===== config.mk =====
export PLATFORM = sky130hd
export DESIGN_NAME = baser_66b_encoder
export DESIGN_NICKNAME = d
export VERILOG_FILES = /design/src/rtl/baser_pkg.sv /design/src/rtl/baser_66b_block_enc.sv /design/src/rtl/baser_66b_encoder.sv
export SDC_FILE = /design/constraint.sdc
export NUM_CORES = 2
export LEC_CHECK = 0
export ABC_AREA = 1
export BUFFER_PORTS_ARGS = -buffer_cell sky130_fd_sc_hd__buf_2
export CAP_MARGIN = 20
export CORE_MARGIN = 2
export CORE_UTILIZATION = 60
export CTS_BUF_LIST = sky130_fd_sc_hd__clkbuf_8 sky130_fd_sc_hd__clkbuf_16
export CTS_CLUSTER_DIAMETER = 50
export DETAILED_ROUTE_END_ITERATION = 8
export PLACE_DENSITY = 0.84
export SYNTH_ARGS = -nofsm -noshare
export SYNTH_HDL_FRONTEND = slang
export SYNTH_SLANG_ARGS = --single-unit

===== constraint.sdc =====
create_clock -name clk -period 41.8 [get_ports clk]
set_clock_uncertainty 0.2 [all_clocks]
set_input_delay 2.09 -clock clk [delete_from_list [all_inputs] [get_ports clk]]
set_output_delay 2.09 -clock clk [all_outputs]
set_load 0.02 [all_outputs]

===== src/rtl/baser_pkg.sv =====
// Shared constants and types for the BASE-R 66b transmit encoder:
// sync headers, block types, MII characters and the sequence-state enum.
package baser_pkg;

    localparam logic [1:0] SH_DATA = 2'b01;
    localparam logic [1:0] SH_CTRL = 2'b10;

    localparam logic [7:0] BT_IDLE  = 8'h1E;
    localparam logic [7:0] BT_START = 8'h78;
    localparam logic [7:0] BT_OSEQ  = 8'h4B;
    localparam logic [7:0] BT_T0    = 8'h87;
    localparam logic [7:0] BT_T1    = 8'h99;
    localparam logic [7:0] BT_T2    = 8'hAA;
    localparam logic [7:0] BT_T3    = 8'hB4;
    localparam logic [7:0] BT_T4    = 8'hCC;
    localparam logic [7:0] BT_T5    = 8'hD2;
    localparam logic [7:0] BT_T6    = 8'hE1;
    localparam logic [7:0] BT_T7    = 8'hFF;

    localparam logic [7:0] MII_IDLE  = 8'h07;
    localparam logic [7:0] MII_ERR   = 8'hFE;
    localparam logic [7:0] MII_START = 8'hFB;
    localparam logic [7:0] MII_TERM  = 8'hFD;
    localparam logic [7:0] MII_SEQ   = 8'h9C;

    localparam logic [6:0] CC_IDLE = 7'h00;
    localparam logic [6:0] CC_ERR  = 7'h1E;

    // Payload of the block substituted for anything illegal: type 0x1E, eight error chars.
    localparam logic [63:0] ERR_PAYLOAD = {BT_IDLE, {8{CC_ERR}}};

    typedef enum logic [2:0] {
        TX_INIT,
        TX_C,
        TX_D,
        TX_T,
        TX_E
    } tx_state_t;

    typedef enum logic [2:0] {
        CLS_C,
        CLS_S,
        CLS_D,
        CLS_T,
        CLS_E
    } blk_class_t;

    function automatic logic [7:0] term_type(input logic [2:0] n);
        logic [7:0] t;
        case (n)
            3'd0:    t = BT_T0;
            3'd1:    t = BT_T1;
            3'd2:    t = BT_T2;
            3'd3:    t = BT_T3;
            3'd4:    t = BT_T4;
            3'd5:    t = BT_T5;
            3'd6:    t = BT_T6;
            default: t = BT_T7;
        endcase
        return t;
    endfunction

    function automatic logic [7:0] term_mask(input logic [2:0] n);
        return 8'hFF << n;
    endfunction

endpackage


===== src/rtl/baser_66b_block_enc.sv =====
// Combinational MII-word to 66b block encoder; also reports the block class
// (C/S/D/T/E) that drives the transmit sequence state machine.
module baser_66b_block_enc
    import baser_pkg::*;
#(
    parameter int DATA_WIDTH = 64,
    parameter int HDR_WIDTH  = 2,
    parameter int CTRL_WIDTH = DATA_WIDTH / 8
) (
    input  logic [DATA_WIDTH-1:0] i_txd,
    input  logic [CTRL_WIDTH-1:0] i_txc,
    output logic [HDR_WIDTH-1:0]  o_hdr,
    output logic [DATA_WIDTH-1:0] o_payload,
    output blk_class_t            o_class
);

    logic [7:0] lane [8];
    logic [7:0] ctrl_ok;
    logic [7:0] hi_idle;
    logic       found;

    always_comb begin
        for (int k = 0; k < 8; k++) begin
            lane[k]    = i_txd[8*k +: 8];
            ctrl_ok[k] = (lane[k] == MII_IDLE) || (lane[k] == MII_ERR);
        end
        // hi_idle[k]: every lane above k carries an idle character
        hi_idle    = '0;
        hi_idle[7] = 1'b1;
        for (int k = 6; k >= 0; k--) begin
            hi_idle[k] = hi_idle[k+1] && (lane[k+1] == MII_IDLE);
        end

        o_hdr     = SH_CTRL;
        o_payload = ERR_PAYLOAD;
        o_class   = CLS_E;
        found     = 1'b0;

        if (i_txc == 8'h00) begin
            o_hdr   = SH_DATA;
            o_class = CLS_D;
            for (int p = 0; p < 8; p++) begin
                o_payload[63-8*p -: 8] = lane[p];
            end
        end else if ((i_txc == 8'hFF) && (&ctrl_ok)) begin
            o_class          = CLS_C;
            o_payload        = '0;
            o_payload[63:56] = BT_IDLE;
            for (int k = 0; k < 8; k++) begin
                o_payload[55-7*k -: 7] = (lane[k] == MII_ERR) ? CC_ERR : CC_IDLE;
            end
        end else if ((i_txc == 8'h01) && (lane[0] == MII_START)) begin
            o_class          = CLS_S;
            o_payload[63:56] = BT_START;
            for (int p = 1; p < 8; p++) begin
                o_payload[63-8*p -: 8] = lane[p];
            end
        end else if ((i_txc == 8'hF1) && (lane[0] == MII_SEQ) && hi_idle[3]) begin
            // Ordered set: O-code 0 and idle chars all encode as zero bits
            o_class   = CLS_C;
            o_payload = {BT_OSEQ, lane[1], lane[2], lane[3], 32'h0};
        end else begin
            for (int n = 0; n < 8; n++) begin
                if (!found && (i_txc == term_mask(3'(n))) && (lane[n] == MII_TERM) && hi_idle[n]) begin
                    found            = 1'b1;
                    o_class          = CLS_T;
                    o_payload        = '0;
                    o_payload[63:56] = term_type(3'(n));
                    for (int k = 0; k < 7; k++) begin
                        if (k < n) begin
                            o_payload[55-8*k -: 8] = lane[k];
                        end
                    end
                end
            end
        end
    end

endmodule


===== src/rtl/baser_66b_encoder.sv =====
// BASE-R 66b transmit encoder: sequence FSM, error substitution, counters and
// 4-block output grouping. Define BASER_SCRAMBLER_EN to scramble payloads.
module baser_66b_encoder
    import baser_pkg::*;
#(
    parameter int DATA_WIDTH  = 64,
    parameter int HDR_WIDTH   = 2,
    parameter int FRAME_WIDTH = DATA_WIDTH + HDR_WIDTH,
    parameter int CTRL_WIDTH  = DATA_WIDTH / 8,
    parameter int NUM_SLOTS   = 4
) (
    input  logic                   clk,
    input  logic                   i_rst,
    input  logic                   i_valid,
    input  logic [DATA_WIDTH-1:0]  i_txd,
    input  logic [CTRL_WIDTH-1:0]  i_txc,
    output logic [FRAME_WIDTH-1:0] o_tx_coded_0,
    output logic [FRAME_WIDTH-1:0] o_tx_coded_1,
    output logic [FRAME_WIDTH-1:0] o_tx_coded_2,
    output logic [FRAME_WIDTH-1:0] o_tx_coded_3,
    output logic                   o_valid,
    output logic [31:0]            o_block_count,
    output logic [31:0]            o_data_count,
    output logic [31:0]            o_ctrl_count,
    output logic [31:0]            o_err_count
);

    localparam int               PTR_W    = $clog2(NUM_SLOTS);
    localparam logic [PTR_W-1:0] PTR_LAST = PTR_W'(NUM_SLOTS - 1);

    logic [HDR_WIDTH-1:0]   enc_hdr;
    logic [DATA_WIDTH-1:0]  enc_payload;
    blk_class_t             enc_class;

    tx_state_t              state_q, state_d;
    logic                   err_blk;
    logic [HDR_WIDTH-1:0]   blk_hdr;
    logic [DATA_WIDTH-1:0]  blk_pl;
    logic [DATA_WIDTH-1:0]  tx_pl;
    logic [FRAME_WIDTH-1:0] tx_blk;

    logic [PTR_W-1:0]       ptr_q;
    logic [FRAME_WIDTH-1:0] slot_q [NUM_SLOTS];
    logic [FRAME_WIDTH-1:0] grp_q  [NUM_SLOTS];
    logic                   valid_q;
    logic [31:0]            blk_cnt_q, data_cnt_q, ctrl_cnt_q, err_cnt_q;

    baser_66b_block_enc #(
        .DATA_WIDTH (DATA_WIDTH),
        .HDR_WIDTH  (HDR_WIDTH),
        .CTRL_WIDTH (CTRL_WIDTH)
    ) u_enc (
        .i_txd     (i_txd),
        .i_txc     (i_txc),
        .o_hdr     (enc_hdr),
        .o_payload (enc_payload),
        .o_class   (enc_class)
    );

    always_comb begin
        state_d = state_q;
        if (i_valid) begin
            unique case (state_q)
                TX_D: begin
                    case (enc_class)
                        CLS_D:   state_d = TX_D;
                        CLS_T:   state_d = TX_T;
                        default: state_d = TX_E;
                    endcase
                end
                TX_E: begin
                    case (enc_class)
                        CLS_C:   state_d = TX_C;
                        CLS_S:   state_d = TX_D;
                        CLS_D:   state_d = TX_D;
                        CLS_T:   state_d = TX_T;
                        default: state_d = TX_E;
                    endcase
                end
                default: begin
                    case (enc_class)
                        CLS_C:   state_d = TX_C;
                        CLS_S:   state_d = TX_D;
                        default: state_d = TX_E;
                    endcase
                end
            endcase
        end
        // Any accepted word that lands in TX_E is replaced, legal or not
        err_blk = i_valid && (state_d == TX_E);
        blk_hdr = err_blk ? SH_CTRL : enc_hdr;
        blk_pl  = err_blk ? ERR_PAYLOAD : enc_payload;
    end

`ifdef BASER_SCRAMBLER_EN
    logic [57:0] scr_q, scr_d;

    always_comb begin
        scr_d = scr_q;
        tx_pl = '0;
        for (int i = DATA_WIDTH - 1; i >= 0; i--) begin
            tx_pl[i] = blk_pl[i] ^ scr_d[38] ^ scr_d[57];
            scr_d    = {scr_d[56:0], tx_pl[i]};
        end
    end

    always_ff @(posedge clk or posedge i_rst) begin
        if (i_rst) begin
            scr_q <= '1;
        end else if (i_valid) begin
            scr_q <= scr_d;
        end
    end
`else
    assign tx_pl = blk_pl;
`endif

    assign tx_blk = {blk_hdr, tx_pl};

    always_ff @(posedge clk or posedge i_rst) begin
        if (i_rst) begin
            state_q    <= TX_INIT;
            ptr_q      <= '0;
            valid_q    <= 1'b0;
            blk_cnt_q  <= '0;
            data_cnt_q <= '0;
            ctrl_cnt_q <= '0;
            err_cnt_q  <= '0;
            for (int s = 0; s < NUM_SLOTS; s++) begin
                slot_q[s] <= '0;
                grp_q[s]  <= '0;
            end
        end else begin
            valid_q <= 1'b0;
            if (i_valid) begin
                state_q       <= state_d;
                ptr_q         <= ptr_q + 1'b1;
                slot_q[ptr_q] <= tx_blk;
                // Last slot: publish the three buffered blocks plus this one
                if (ptr_q == PTR_LAST) begin
                    for (int s = 0; s < NUM_SLOTS - 1; s++) begin
                        grp_q[s] <= slot_q[s];
                    end
                    grp_q[NUM_SLOTS-1] <= tx_blk;
                    valid_q            <= 1'b1;
                end
                blk_cnt_q <= blk_cnt_q + 32'd1;
                if (blk_hdr == SH_DATA) begin
                    data_cnt_q <= data_cnt_q + 32'd1;
                end else begin
                    ctrl_cnt_q <= ctrl_cnt_q + 32'd1;
                end
                if (err_blk) begin
                    err_cnt_q <= err_cnt_q + 32'd1;
                end
            end
        end
    end

    assign o_tx_coded_0  = grp_q[0];
    assign o_tx_coded_1  = grp_q[1];
    assign o_tx_coded_2  = grp_q[2];
    assign o_tx_coded_3  = grp_q[3];
    assign o_valid       = valid_q;
    assign o_block_count = blk_cnt_q;
    assign o_data_count  = data_cnt_q;
    assign o_ctrl_count  = ctrl_cnt_q;
    assign o_err_count   = err_cnt_q;

endmodule


==> results.ini <==
[critical_path]
cpPeakStageDelay_ns=0.88
cpMostUsedCell=buf_4
endpoint_kind=async pin
reg2reg_depth=9
r2r_setup_slack_ns=38.33
worst-path-buf-inv=6
crit_type=input port to async pin
cp-start-kind=input port
worstPathMaxFanout=146
r2r_start=state_q[2]$_DFFE_PP0P_
cp.required_ns=42.17
crit_family=buffers and inverters
slowest_stage=buf_4
cp.arrival_ns=6.29
rr_endpoint=o_ctrl_count[16]$_DFFE_PP0P_
cp_cell_sequence=buf_2 > inv_8 > buf_4 > buf_4 > buf_4 > buf_4

[route]
detail_route.wl_per_cell_um=19.08
initialDrtViolationCount=2901
wl_um=88570
drc=0
avgViaCountPerCell=5.645
vias=26200
postRouteAntennaNets=0
dr.pass1.iters=7

[logic_synthesis]
synth_top_area_cell=dfrtp_1
synth_top_flop_cell=dfrtp_1
synth.net_count=3641
synthArstFlopShare=1.000
syn_area_um2=28100
netlist_instances=3558
avgSynthCellArea_um2=7.899
synth.area.top_cells=dfrtp_1 (53%), nand2_1 (20%), nand3_1 (3.5%)
yosysUniqueCellTypes=48
yosysTopAreaCellShare=0.5307
synth-edff-count=0
synth-seq-cells=596
yosys_warnings=0
yosysSeqAreaShare=0.5307

[placement]
gp_congestion=0.9674
placedCellCount=4500
dp_hpwl_um=59790
io_buffer_count=467

[power]
vdd_ir_drop_max_mv=0.05811
power_density_nw_per_um2=62.71
p_leak_nw=17.96

[floorplan]
std_cell_rows=79
dieWidth_um=220.4
io_pins=468
core-area_um2=46360
start_util=0.6062
die_h_um=220.4
floorplan.die_area_um2=48590

[cts]
htree_num_levels=3
cts.sinks=596
cts_hold_buf=0
clockBufferDepth=3
clk_pin_slew_worst_paths_ns=0.06
cts_tree=built
cts_resized=0
cts_setup_buffers=0
clock_latency_ns=0.60
cts_inserted_buffers=66
cts_root_buf=clkbuf_16

[timing]
tightestPinTransition_ns=1.092
tns_ns=0
timing.final.hold_violations=0
timing.fmax_mhz=168.8
min_period_ns=5.923
rsz0062_at_grt=no
max-slew-margin-rel=0.2717
post-route-period-util=0.1417
finalSetupViolCount=0
final_max_slew_viol_count=0

[grt]
globalRouteTotalUtil=0.3644
grt_first_pass_wirelength_um=136400
grt_overflow_total=0
grt_pass1_vias=24810
antenna_found_initial=36
grt_max_degree=147

[finish]
nets=4045
area_growth_pct=17.36
drive_above_1_share=0.1631
layout.cells.non_filler=4641

[hold_path]
hold_class=flop to flop
min_from=slot_q[176]$_DFFE_PP0P_
min_path_cells=2
whs_endpoint=o_tx_coded_1[44]$_DFFE_PP0P_

[status]
status=complete, no violations

[job]
drv_cap=0

kinds of logic after synthesis:
| kind of cell | Yosys count | synth area share |
|---|---|---|
| compound gates | 296 | 0.05645 |
| xor+xnor | 122 | 0.03802 |
| fa+ha+maj | 8 | 0.003562 |
| buf+inv | 419 | 0.05917 |
| flops | 596 | 0.5307 |
| mux | 1 | 0.0003562 |
| simple gates | 2116 | 0.3117 |
layout make-up:
cell class                 instances  area (um2)
timing repair buffer             490        2530
multi-input combinational       2543       11540
sequential                       596       14910
tap                              607       759.5
clock buffer                      75        1798
inverter                         265        1007
antenna                           24       60.06
clock inverter                    41       370.4
fill                            3663       13380
Yosys cell counts (4+ instances only):
cell type / n
o211ai_1: 16
nor4_1: 34
nor3_1: 81
dfrtp_1: 596
nand2_2: 8
inv_2: 15
nand3b_1: 6
nand3_1: 197
o21ai_1: 28
o21ai_2: 4
nand2_1: 1495
clkbuf_1: 122
buf_6: 4
xnor2_1: 27
nor2_2: 4
ha_1: 8
a21oi_1: 43
nor2_1: 192
and3_1: 5
inv_1: 248
buf_4: 13
buf_1: 6
nand4_1: 71
buf_2: 9
or2_2: 9
xor2_1: 95
o21ai_0: 187
stage by stage:
step	utilization	hold WS [ns]	worst slack [ns]	area (um2)	power [mW]
global route	0.7112	0.2837	35.11	32970	2.178
global placement	0.6628	0.2483	35.12	30730	1.457
floorplan	-	0.2422	22.83	28100	1.252
CTS	0.7096	0.2504	35.69	32900	2.068
detailed placement	0.6628	0.2527	35.09	30730	1.479
finish	0.7115	0.2443	35.88	32980	2.069
worst min-delay path, stage by stage, from the launching register on:
cell	delay, ns
dfrtp_1	0.34
nand2_1	0.05
nand2_1	0.05
worst max path at each step:
stage | start | end | slack, ns | depth (start not counted)
final | i_rst | o_tx_coded_3[41]$_DFFE_PP0P_ | 35.88 | 6
after global routing | i_rst | o_tx_coded_1[42]$_DFFE_PP0P_ | 35.11 | 6
after global placement | i_rst | o_block_count[23]$_DFFE_PP0P_ | 35.12 | 6
after CTS | i_rst | slot_q[107]$_DFFE_PP0P_ | 35.69 | 6
after detailed placement | i_rst | o_block_count[25]$_DFFE_PP0P_ | 35.09 | 6
after floorplan | i_rst | o_block_count[0]$_DFFE_PP0P_ | 22.83 | 1
report_power, final:
part | total (mW) | internal, mW | switching (mW) | leakage, nW
combinational | 0.618 | 0.189 | 0.429 | 9.39
sequential | 0.871 | 0.757 | 0.114 | 7.45
clock | 0.580 | 0.341 | 0.238 | 1.12
total | 2.07 | 1.29 | 0.781 | 18.0
flip-flops by register name (all words and copies together) (netlist names):
signal,count
slot_q,198
o_tx_coded_0,66
o_tx_coded_1,66
o_tx_coded_2,66
o_tx_coded_3,66
o_block_count,32
o_ctrl_count,32
o_data_count,32
o_err_count,32
state_q,3
ptr_q,2
o_valid,1
placed cells by master, fill, tap and decap left out, types with 4 or more instances in the layout:
cell        instances
nor2_2              4
nor2_1            192
o21ai_2             4
nand4_1            71
ha_1                8
inv_2              18
o21ai_1            28
or2_2               9
nand3b_1            6
clkbuf_16          68
clkinv_2            6
clkinvlp_4          4
nand3_1           197
nand2_1          1490
xnor2_1            27
buf_4              22
nand2_2            12
nor3_1             81
bufinv_16           5
a21oi_1            43
nor4_1             34
o211ai_1           16
diode_2            24
clkbuf_8            7
xor2_1             95
inv_6               6
buf_2             467
o21ai_0           187
dfrtp_1           596
and3_1              5
inv_1             260
layer usage:
layer  routed length [um]  global-route usage  vias to the layer above
met4                 4410              0.1861                       24
met5                  138                   0                        -
met2                41790              0.5817                     1297
met1                34220              0.4644                    12460
met3                 7999             0.09072                      303
li1                     -                   -                    12110
Note: power is estimated with default switching activity, not from simulation.
